$ cat config.mk
export PLATFORM = sky130hd
export DESIGN_NAME = mcp23s17_joy_bridge
export DESIGN_NICKNAME = d
export VERILOG_FILES = /design/src/rtl/mcp23s17_joy_bridge.sv
export SDC_FILE = /design/constraint.sdc
export NUM_CORES = 1
export LEC_CHECK = 0
export CAP_MARGIN = 20
export CORE_MARGIN = 3
export CORE_UTILIZATION = 45
export DETAILED_ROUTE_END_ITERATION = 10
export HOLD_SLACK_MARGIN = 0.12
export PLACE_DENSITY = 0.75
export RECOVER_POWER = 25
export SLEW_MARGIN = 20
export SYNTH_ARGS = -nofsm -noshare
export SYNTH_HDL_FRONTEND = slang
export SYNTH_SLANG_ARGS = --single-unit
$ cat constraint.sdc
create_clock -name clk -period 2.2 [get_ports clk]
set_clock_uncertainty 0.2 [all_clocks]
set_input_delay 0.22 -clock clk [delete_from_list [all_inputs] [get_ports clk]]
set_output_delay 0.22 -clock clk [all_outputs]
set_load 0.02 [all_outputs]
$ cat src/rtl/mcp23s17_joy_bridge.sv
// SPI bridge between an MCP23S17 GPIO expander on the Megadrive DB9 port and
// the downstream DB9 decoder. After reset it configures the expander (port A
// inputs with pull-ups, GPB0 output carrying the select line), then polls
// GPIOA forever, writing OLATB first whenever the requested select level has
// changed since the last write.
//
// Frame engine: every frame uses 50*CLK_DIV clocks, counted as 24 bit slots of
// 2*CLK_DIV clocks (SCK low half, then SCK high half), one CLK_DIV tail slot
// with CS still low, and one CLK_DIV gap slot with CS high. Frames that return
// to POLL_CHK end their gap one clock early so the POLL_CHK cycle fills it and
// the frame period stays 50*CLK_DIV. SPI pins are registered and so trail the
// counters by one clock.
module mcp23s17_joy_bridge #(
  parameter int         CLK_DIV  = 4,
  parameter logic [2:0] DEV_ADDR = 3'b000
) (
  input  logic       clk,
  input  logic       reset,
  input  logic       joy_mdsel,
  output logic [5:0] joy_in,
  output logic       joy_valid,
  output logic       ready,
  output logic       spi_cs_n,
  output logic       spi_sck,
  output logic       spi_mosi,
  input  logic       spi_miso
);

  localparam int              DIV_W     = $clog2(CLK_DIV);
  localparam logic [DIV_W-1:0] DIV_LAST  = DIV_W'(CLK_DIV - 1);
  localparam logic [DIV_W-1:0] DIV_SHORT = DIV_W'(CLK_DIV - 2);
  localparam logic [7:0]      OP_WR     = {4'b0100, DEV_ADDR, 1'b0};
  localparam logic [7:0]      OP_RD     = {4'b0100, DEV_ADDR, 1'b1};
  localparam logic [23:0]     WORD_IODIRA = {OP_WR, 8'h00, 8'hFF};
  localparam logic [23:0]     WORD_GPPUA  = {OP_WR, 8'h0C, 8'h3F};
  localparam logic [23:0]     WORD_IODIRB = {OP_WR, 8'h01, 8'hFE};
  localparam logic [23:0]     WORD_RD_IN  = {OP_RD, 8'h12, 8'h00};
  localparam logic [4:0]      BIT_TAIL  = 5'd24;
  localparam logic [4:0]      BIT_GAP   = 5'd25;

  typedef enum logic [2:0] {
    S_INIT_A,
    S_INIT_PU,
    S_INIT_OL,
    S_INIT_B,
    S_POLL_CHK,
    S_WR_SEL,
    S_RD_IN
  } state_t;

  state_t           r_state;
  state_t           w_state_next;
  logic [DIV_W-1:0] r_div;
  logic             r_hi;
  logic [4:0]       r_bit;
  logic [23:0]      r_shift;
  logic [5:0]       r_rx;
  logic             r_cs_n;
  logic             r_sck;
  logic             r_mosi;
  logic [5:0]       r_joy_in;
  logic             r_valid;
  logic             r_ready;
  logic             r_mdsel_last;

  logic             w_in_frame;
  logic             w_short;
  logic             w_frame_end;
  logic             w_load;
  logic [23:0]      w_word;
  logic             w_cs_n_next;
  logic             w_sck_next;
  logic             w_mosi_next;
  logic             w_sample;
  logic             w_rd_done;

  // State register.
  always_ff @(posedge clk) begin
    if (reset) begin
      r_state <= S_INIT_A;
    end else begin
      r_state <= w_state_next;
    end
  end

  // Next-state logic: frame states advance on the last clock of their frame.
  always_comb begin
    w_in_frame   = (r_state != S_POLL_CHK);
    w_short      = (r_state == S_INIT_B) || (r_state == S_RD_IN);
    w_frame_end  = w_in_frame && (r_bit == BIT_GAP) &&
                   (r_div == (w_short ? DIV_SHORT : DIV_LAST));
    w_state_next = r_state;
    case (r_state)
      S_INIT_A:   if (w_frame_end) w_state_next = S_INIT_PU;
      S_INIT_PU:  if (w_frame_end) w_state_next = S_INIT_OL;
      S_INIT_OL:  if (w_frame_end) w_state_next = S_INIT_B;
      S_INIT_B:   if (w_frame_end) w_state_next = S_POLL_CHK;
      S_POLL_CHK: w_state_next = (joy_mdsel != r_mdsel_last) ? S_WR_SEL : S_RD_IN;
      S_WR_SEL:   if (w_frame_end) w_state_next = S_RD_IN;
      S_RD_IN:    if (w_frame_end) w_state_next = S_POLL_CHK;
      default:    w_state_next = S_INIT_A;
    endcase
  end

  // Output decode: frame word to load and next values of the SPI pins.
  always_comb begin
    w_load = (w_state_next != r_state) && (w_state_next != S_POLL_CHK);
    case (w_state_next)
      S_INIT_A:  w_word = WORD_IODIRA;
      S_INIT_PU: w_word = WORD_GPPUA;
      S_INIT_OL: w_word = {OP_WR, 8'h15, 7'b0, joy_mdsel};
      S_INIT_B:  w_word = WORD_IODIRB;
      S_WR_SEL:  w_word = {OP_WR, 8'h15, 7'b0, joy_mdsel};
      default:   w_word = WORD_RD_IN;
    endcase
    w_cs_n_next = !(w_in_frame && (r_bit < BIT_GAP));
    w_sck_next  = w_in_frame && r_hi;
    w_mosi_next = w_in_frame && (r_bit < BIT_TAIL) && r_shift[23];
    // MISO is captured on the clock edge that raises SCK.
    w_sample    = w_in_frame && r_hi && (r_div == '0);
    // The first gap clock of a read: CS rises on this edge.
    w_rd_done   = (r_state == S_RD_IN) && (r_bit == BIT_GAP) && (r_div == '0);
  end

  // Bit-slot counters and the outgoing shift register.
  always_ff @(posedge clk) begin
    if (reset) begin
      r_div   <= '0;
      r_hi    <= 1'b0;
      r_bit   <= '0;
      r_shift <= WORD_IODIRA;
    end else if (w_load || w_frame_end) begin
      r_div <= '0;
      r_hi  <= 1'b0;
      r_bit <= '0;
      if (w_load) begin
        r_shift <= w_word;
      end
    end else if (w_in_frame) begin
      if (r_div == DIV_LAST) begin
        r_div <= '0;
        if (r_bit < BIT_TAIL) begin
          if (r_hi) begin
            r_hi    <= 1'b0;
            r_bit   <= 5'(r_bit + 5'd1);
            r_shift <= {r_shift[22:0], 1'b0};
          end else begin
            r_hi <= 1'b1;
          end
        end else if (r_bit == BIT_TAIL) begin
          r_bit <= BIT_GAP;
        end
      end else begin
        r_div <= DIV_W'(r_div + DIV_W'(1));
      end
    end
  end

  // Registered pins, receive shifter, joystick result, ready and select latch.
  always_ff @(posedge clk) begin
    if (reset) begin
      r_cs_n       <= 1'b1;
      r_sck        <= 1'b0;
      r_mosi       <= 1'b0;
      r_rx         <= 6'h3F;
      r_joy_in     <= 6'h3F;
      r_valid      <= 1'b0;
      r_ready      <= 1'b0;
      r_mdsel_last <= 1'b1;
    end else begin
      r_cs_n  <= w_cs_n_next;
      r_sck   <= w_sck_next;
      r_mosi  <= w_mosi_next;
      r_valid <= w_rd_done;
      // Only the last six bits of a read (GPIOA[5:0]) are kept.
      if (w_sample) begin
        r_rx <= {r_rx[4:0], spi_miso};
      end
      if (w_rd_done) begin
        r_joy_in <= r_rx;
      end
      if ((r_state == S_INIT_B) && w_frame_end) begin
        r_ready <= 1'b1;
      end
      if (w_load && ((w_state_next == S_INIT_OL) || (w_state_next == S_WR_SEL))) begin
        r_mdsel_last <= joy_mdsel;
      end
    end
  end

  assign spi_cs_n  = r_cs_n;
  assign spi_sck   = r_sck;
  assign spi_mosi  = r_mosi;
  assign joy_in    = r_joy_in;
  assign joy_valid = r_valid;
  assign ready     = r_ready;

endmodule

Yosys cells after proc, flatten, opt, wreduce, memory -nomap -nowiden
Cells that the tools add are included.
{ "classes": {"add_sub_neg": 2, "n_mul": 0, "n_div": 0, "order_cmp": 2, "eq_ne": 20, "shift": 0, "n_mux": 20, "bitwise": 0, "n_reduce_logical": 30} }
{ "op_table": {"columns": ["op", "count"], "rows": [
  ["$mux 24", 6],
  ["$pmux 17 s4", 1],
  ["$pmux 3 s6", 1],
  ["$mux 3", 5],
  ["$mux 5", 3],
  ["$eq 3x2->1 const B", 4],
  ["$eq 3x3->1 const B", 4],
  ["$logic_and 1x1->1", 12],
  ["$eq 5x5->1 const B", 2],
  ["$lt 5x5->1 const B", 2],
  ["$reduce_bool 2->1", 5],
  ["$eq 3x1->1 const B", 2],
  ["$logic_not 3->1", 2],
  ["$ne 3x3->1 const B", 2],
  ["$reduce_or 2->1", 3],
  ["$add 5x1->5 const B", 1],
  ["$reduce_and 5->1", 1],
  ["$mux 2", 2],
  ["$ne 2x2->1 const B", 2],
  ["$reduce_and 4->1", 1],
  ["$logic_or 1x1->1", 3],
  ["$ne 3x3->1", 1],
  ["$reduce_and 3->1", 1],
  ["$add 2x1->2 const B", 1],
  ["other kinds (6)", 7]
]} }
{ "totals": {"register_bits": 53, "latch_bits": 0, "ram_bits": 0, "romBits": 0, "out_inout_bits": 11, "word_cells": 87, "n_memories": 0} }

Longest topological paths before layout
{ "logic_depth": {"depth_word": 12, "ltp_mapped": 8} }

Worst setup path before layout
No wires, ideal clock.
{ "synth_path": {"path_type": "flip-flop to flip-flop", "startpoint": "register r_div[0]", "endpoint": "register r_joy_in[0], in the netlist joy_in[0]", "setup_time_ps": 129, "arrival_time_ps": 1598, "required_ps": 1871, "setup_slack_ps": 272, "path_stages_with_launch": 9, "n_path_buf": 3, "synth_period_minus_slack_ps": 1928, "path_cell_list": "dfxtp_1 -> clkbuf_1 -> buf_2 -> inv_1 -> ha_1 -> and4_1 -> buf_2 -> mux2i_1 -> nand2_1"} }
{ "synth_via": {"elab_chain_len": 2} }
{ "synth_rtl": {"columns": ["item", "line", "source"], "rows": [
  ["from (decl)", "53", "logic [DIV_W-1:0] r_div;"],
  ["from (signal assigned)", "154", "r_div <= DIV_W'(r_div + DIV_W'(1));"],
  ["$logic_not 2->1", "122", "w_rd_done = (r_state == S_RD_IN) && (r_bit == BIT_GAP) && (r_div == '0);"],
  ["$logic_and 1x1->1", "122", null],
  ["to (signal assigned)", "180", "r_joy_in <= r_rx;"],
  ["to (decl)", "61", "logic [5:0] r_joy_in;"]
]} }
No other way between the ends.
A chain may end at the register's enable or synchronous reset.

Final worst setup path
{ "layout_path": {"startpoint": "register r_bit[0]", "endpoint": "register r_shift[9]"} }
{ "layout_via": {"elab_chain_len": 10} }
{ "layout_rtl": {"columns": ["item", "line", "source"], "rows": [
  ["from (decl)", "55", "logic [4:0] r_bit;"],
  ["from (signal assigned)", "145", "r_bit <= 5'(r_bit + 5'd1);"],
  ["$eq 5x5->1", "90", "w_frame_end = w_in_frame && (r_bit == BIT_GAP) &&"],
  ["$logic_and 1x1->1 (2 in a row)", "90", null],
  ["$mux 3 (on tied branches)", null, null],
  ["$pmux 3 s6", "93", "case (r_state)"],
  ["$eq 3x2->1, or another cell as far along", "108", "case (w_state_next)"],
  ["$reduce_or 2->1 (no source line) / $logic_and 1x1->1 (equally long branches)", null, null],
  ["$pmux 17 s4 / $logic_or 1x1->1 (equally long branches)", "108, 132", null],
  ["$mux 24, or another cell as far along", "136", "if (w_load) begin"],
  ["$mux 24 / $reduce_and 5->1 (equally long branches)", null, null],
  ["to (signal assigned)", "137", "r_shift <= w_word;"],
  ["to (signal assigned)", "146", "r_shift <= {r_shift[22:0], 1'b0};"],
  ["to (decl)", "56", "logic [23:0] r_shift;"]
]} }
Parallel ways exist; a longest one is shown, timed or not. The select of a mux whose other input is x is not followed.

==> qor.csv <==
metric,value,unit
vias in the first global route,2045,
Unique masters post-synth,59,
IO Count,15,
area delta synth->final,14.5,%
starting DRC count in detailed routing,250,
Mean Syn Cell Area,8.97,µm²
Final Max Slew Viols,0,
Mapped Nets,298,
initial antenna violation count,0,
sequential-to-total area share from yosys stat,40.9,%
ant diodes,0,
drc violations,0,
Fin Setup TNS,0,ns
slew of the pin with the lowest slew margin,0.426,ns
Min-Delay Path Class,reg2reg,
grt total ovfl,0,
"Hold Violations, Final",0,
first-pass GRT wire length,9.74,mm
WL/cell,15.4,µm
H-tree level count,2,
Register Area,1060,µm²
"EDFF count, synth",0,
clk root buf,clkbuf_8,
area occupied by multi-input gates,1340,µm²
dpl hpwl,4.07,mm
Post-DRT Antenna Nets,0,
# rows,27,
min setup slack post-route,0.124,ns
Vias/cell,5.86,
Post-synth ARST share,0,%
Main synth FF type,dfxtp_1,
Pre-Repair DR Iteration Count,4,
Critical Path RT,2.19,ns
Clock Sinks,53,
Final setup violation count,0,
layout cell share with drive strength beyond 1,14.6,%
GR Layer Usage met2,29.2,%
nets@finish,316,
Non-Filler Instances,380,
routability-driven placement congestion ratio,0.890,
GR Util All Layers,18.6,%
met1 usage,24.7,%
outcome,"complete, no violations",
Critical Path AT,2.07,ns
total power,1.79,mW
# fillers,508,
Max Freq,0.482,GHz
die height,81.9,µm
CP startpoint kind,flop,
"Cell Area, Synth",2590,µm²
hold_ws,0.246,ns
core box area,5540,µm²
Worst slew margin,71.6,%
final cycle utilization of the critical path,94.4,%
"Reg clk slew, reported paths",0.10,ns
Post-Synthesis Cells,289,
crit path kind,reg2reg,
Pwr Density,604,nW/µm²
Max-Cap Viols,0,
# port buffers,14,
Setup crit end kind,flop,
Pleak,1.10,nW
worst-skew pair later-pin latency,0.31,ns
Die Wd,81.9,µm
GRT busiest layer,met2,
vias,2227,
CTS tree,built,
initial core utilization,46.8,%
Inst Count DP,371,
largest net degree at the start of global routing,23,
worst-case vdd ir drop,0.467,mV
Tmin final,2.08,ns
met3 Resource Use GR,3.40,%
CTS Hold Bufs,0,
clk buf depth,2,
cts bufs inserted,5,
die area,6710,µm²
Routed Wire Length,5.85,mm
worst-path maximum fanout,6,
Yosys warnings,0,
"worst slack, placed",0.121,ns
register bit total from synthesis,53,
-- critical path: stages (launching register included) --
cell and delay (ns):
dfxtp_1 0.43, ha_1 0.19, and4b_1 0.32, buf_4 0.19
nand4_1 0.22, o21a_1 0.27, o2111a_1 0.15
-- layer usage --
layer / share of wire (%) / vias to the layer above / wire length [µm]
met3: 2.8 / 15 / 164
met1: 48 / 1073 / 2780
met5: 0 / - / 0
met2: 46 / 41 / 2720
li1: - / 1098 / -
met4: 3.1 / 0 / 183
-- cells in the final DEF, fill, tap and decap left out, drive strengths merged, types with 5 or more instances in the layout --
cell         netlist  final
dfxtp             53     53
nand2             38     38
buf               17     20
inv               16     17
o211ai            13     13
nor3              12     12
dlygate4sd3        0     11
nand3             11     11
nand4             10     10
a21oi             10     10
a2bb2oi            7      7
nor2               6      6
o21ai              6      6
mux2i              6      6
o22ai              6      6
clkbuf             7      6
ha                 5      5
-- state kept, by name, indices dropped and copies added (netlist names) --
signal	flops
spi_sck	1
joy_in	6
r_mdsel_last	1
spi_mosi	1
r_bit	5
r_shift	24
r_hi	1
r_div	2
r_state	3
ready	1
spi_cs_n	1
joy_valid	1
r_rx	6
-- per-stage QoR --
step | util [%] | instance area [µm²]
after global placement | 51.3 | 2840
final | 53.6 | 2970
after CTS | 53.3 | 2950
after global routing | 53.6 | 2970
after floorplan | - | 2590
after detailed placement | 51.3 | 2840
-- cell usage after synthesis, drive strengths merged (3+ instances only) --
cell / number / share of area [%]
nand2: 38 / 5.5
o22ai: 6 / 1.4
nand2b: 3 / 0.72
ha: 5 / 2.4
clkbuf: 7 / 1.0
xor2: 4 / 1.4
a21oi: 10 / 1.9
o2111a: 3 / 1.3
nor3: 12 / 2.5
o211ai: 13 / 4.0
inv: 16 / 2.3
o21a: 3 / 0.87
buf: 17 / 4.1
and3: 4 / 0.96
o41ai: 3 / 1.0
nand3: 11 / 2.3
a2bb2oi: 7 / 2.4
dfxtp: 53 / 41
nand4: 10 / 2.4
nor2: 6 / 0.87
mux2i: 6 / 2.3
o21ai: 6 / 1.2
nor2b: 3 / 0.72
o32ai: 3 / 1.9
a31oi: 4 / 0.96
-- cell type report --
type | count | share of cell area (%)
Clock buffer | 5 | 2.32
Clock inverter | 3 | 1.47
Inverter | 18 | 2.27
Multi-Input combinational cell | 194 | 45.2
Sequential cell | 53 | 35.8
Tap cell | 72 | 3.03
Timing Repair Buffer | 35 | 9.90
-- final timing paths --
path | from | to | slack [ns] | depth (start not counted)
min reg2reg | ready$_SDFFE_PP0P_ | ready$_SDFFE_PP0P_ | 0.25 | 2
max | r_bit[0]$_SDFFE_PP0P_ | r_shift[9]$_SDFFE_PP0P_ | 0.12 | 6
min | ready$_SDFFE_PP0P_ | ready$_SDFFE_PP0P_ | 0.25 | 2
max reg2reg | r_bit[0]$_SDFFE_PP0P_ | r_shift[9]$_SDFFE_PP0P_ | 0.12 | 6
-- power breakdown --
part | internal, mW | total, mW | switching, mW
sequential | 0.975 | 0.986 | 0.0113
clock | 0.341 | 0.665 | 0.323
combinational | 0.0529 | 0.142 | 0.0896
-- cells by family (layout without fill, tap and decap cells) --
logic type	count (synthesis)	after routing	share of synthesized area (%)
AND/OR/NAND/NOR	101	101	20.4
AO/OA/AOI/OAI	76	76	24.0
flip-flops	53	53	40.9
buffers and inverters	42	61	7.72
multiplexers	8	8	3.18
adder cells (fa/ha/maj)	5	5	2.41
XOR/XNOR	4	4	1.35
-- what timing repair did --
item / CTS / global route
setup endpoints to repair: 0 / 15
gates resized for setup: 0 / 4
hold endpoints to repair: 0 / 0
setup buffers: 0 / 1
(Power assumes the default switching activity.)
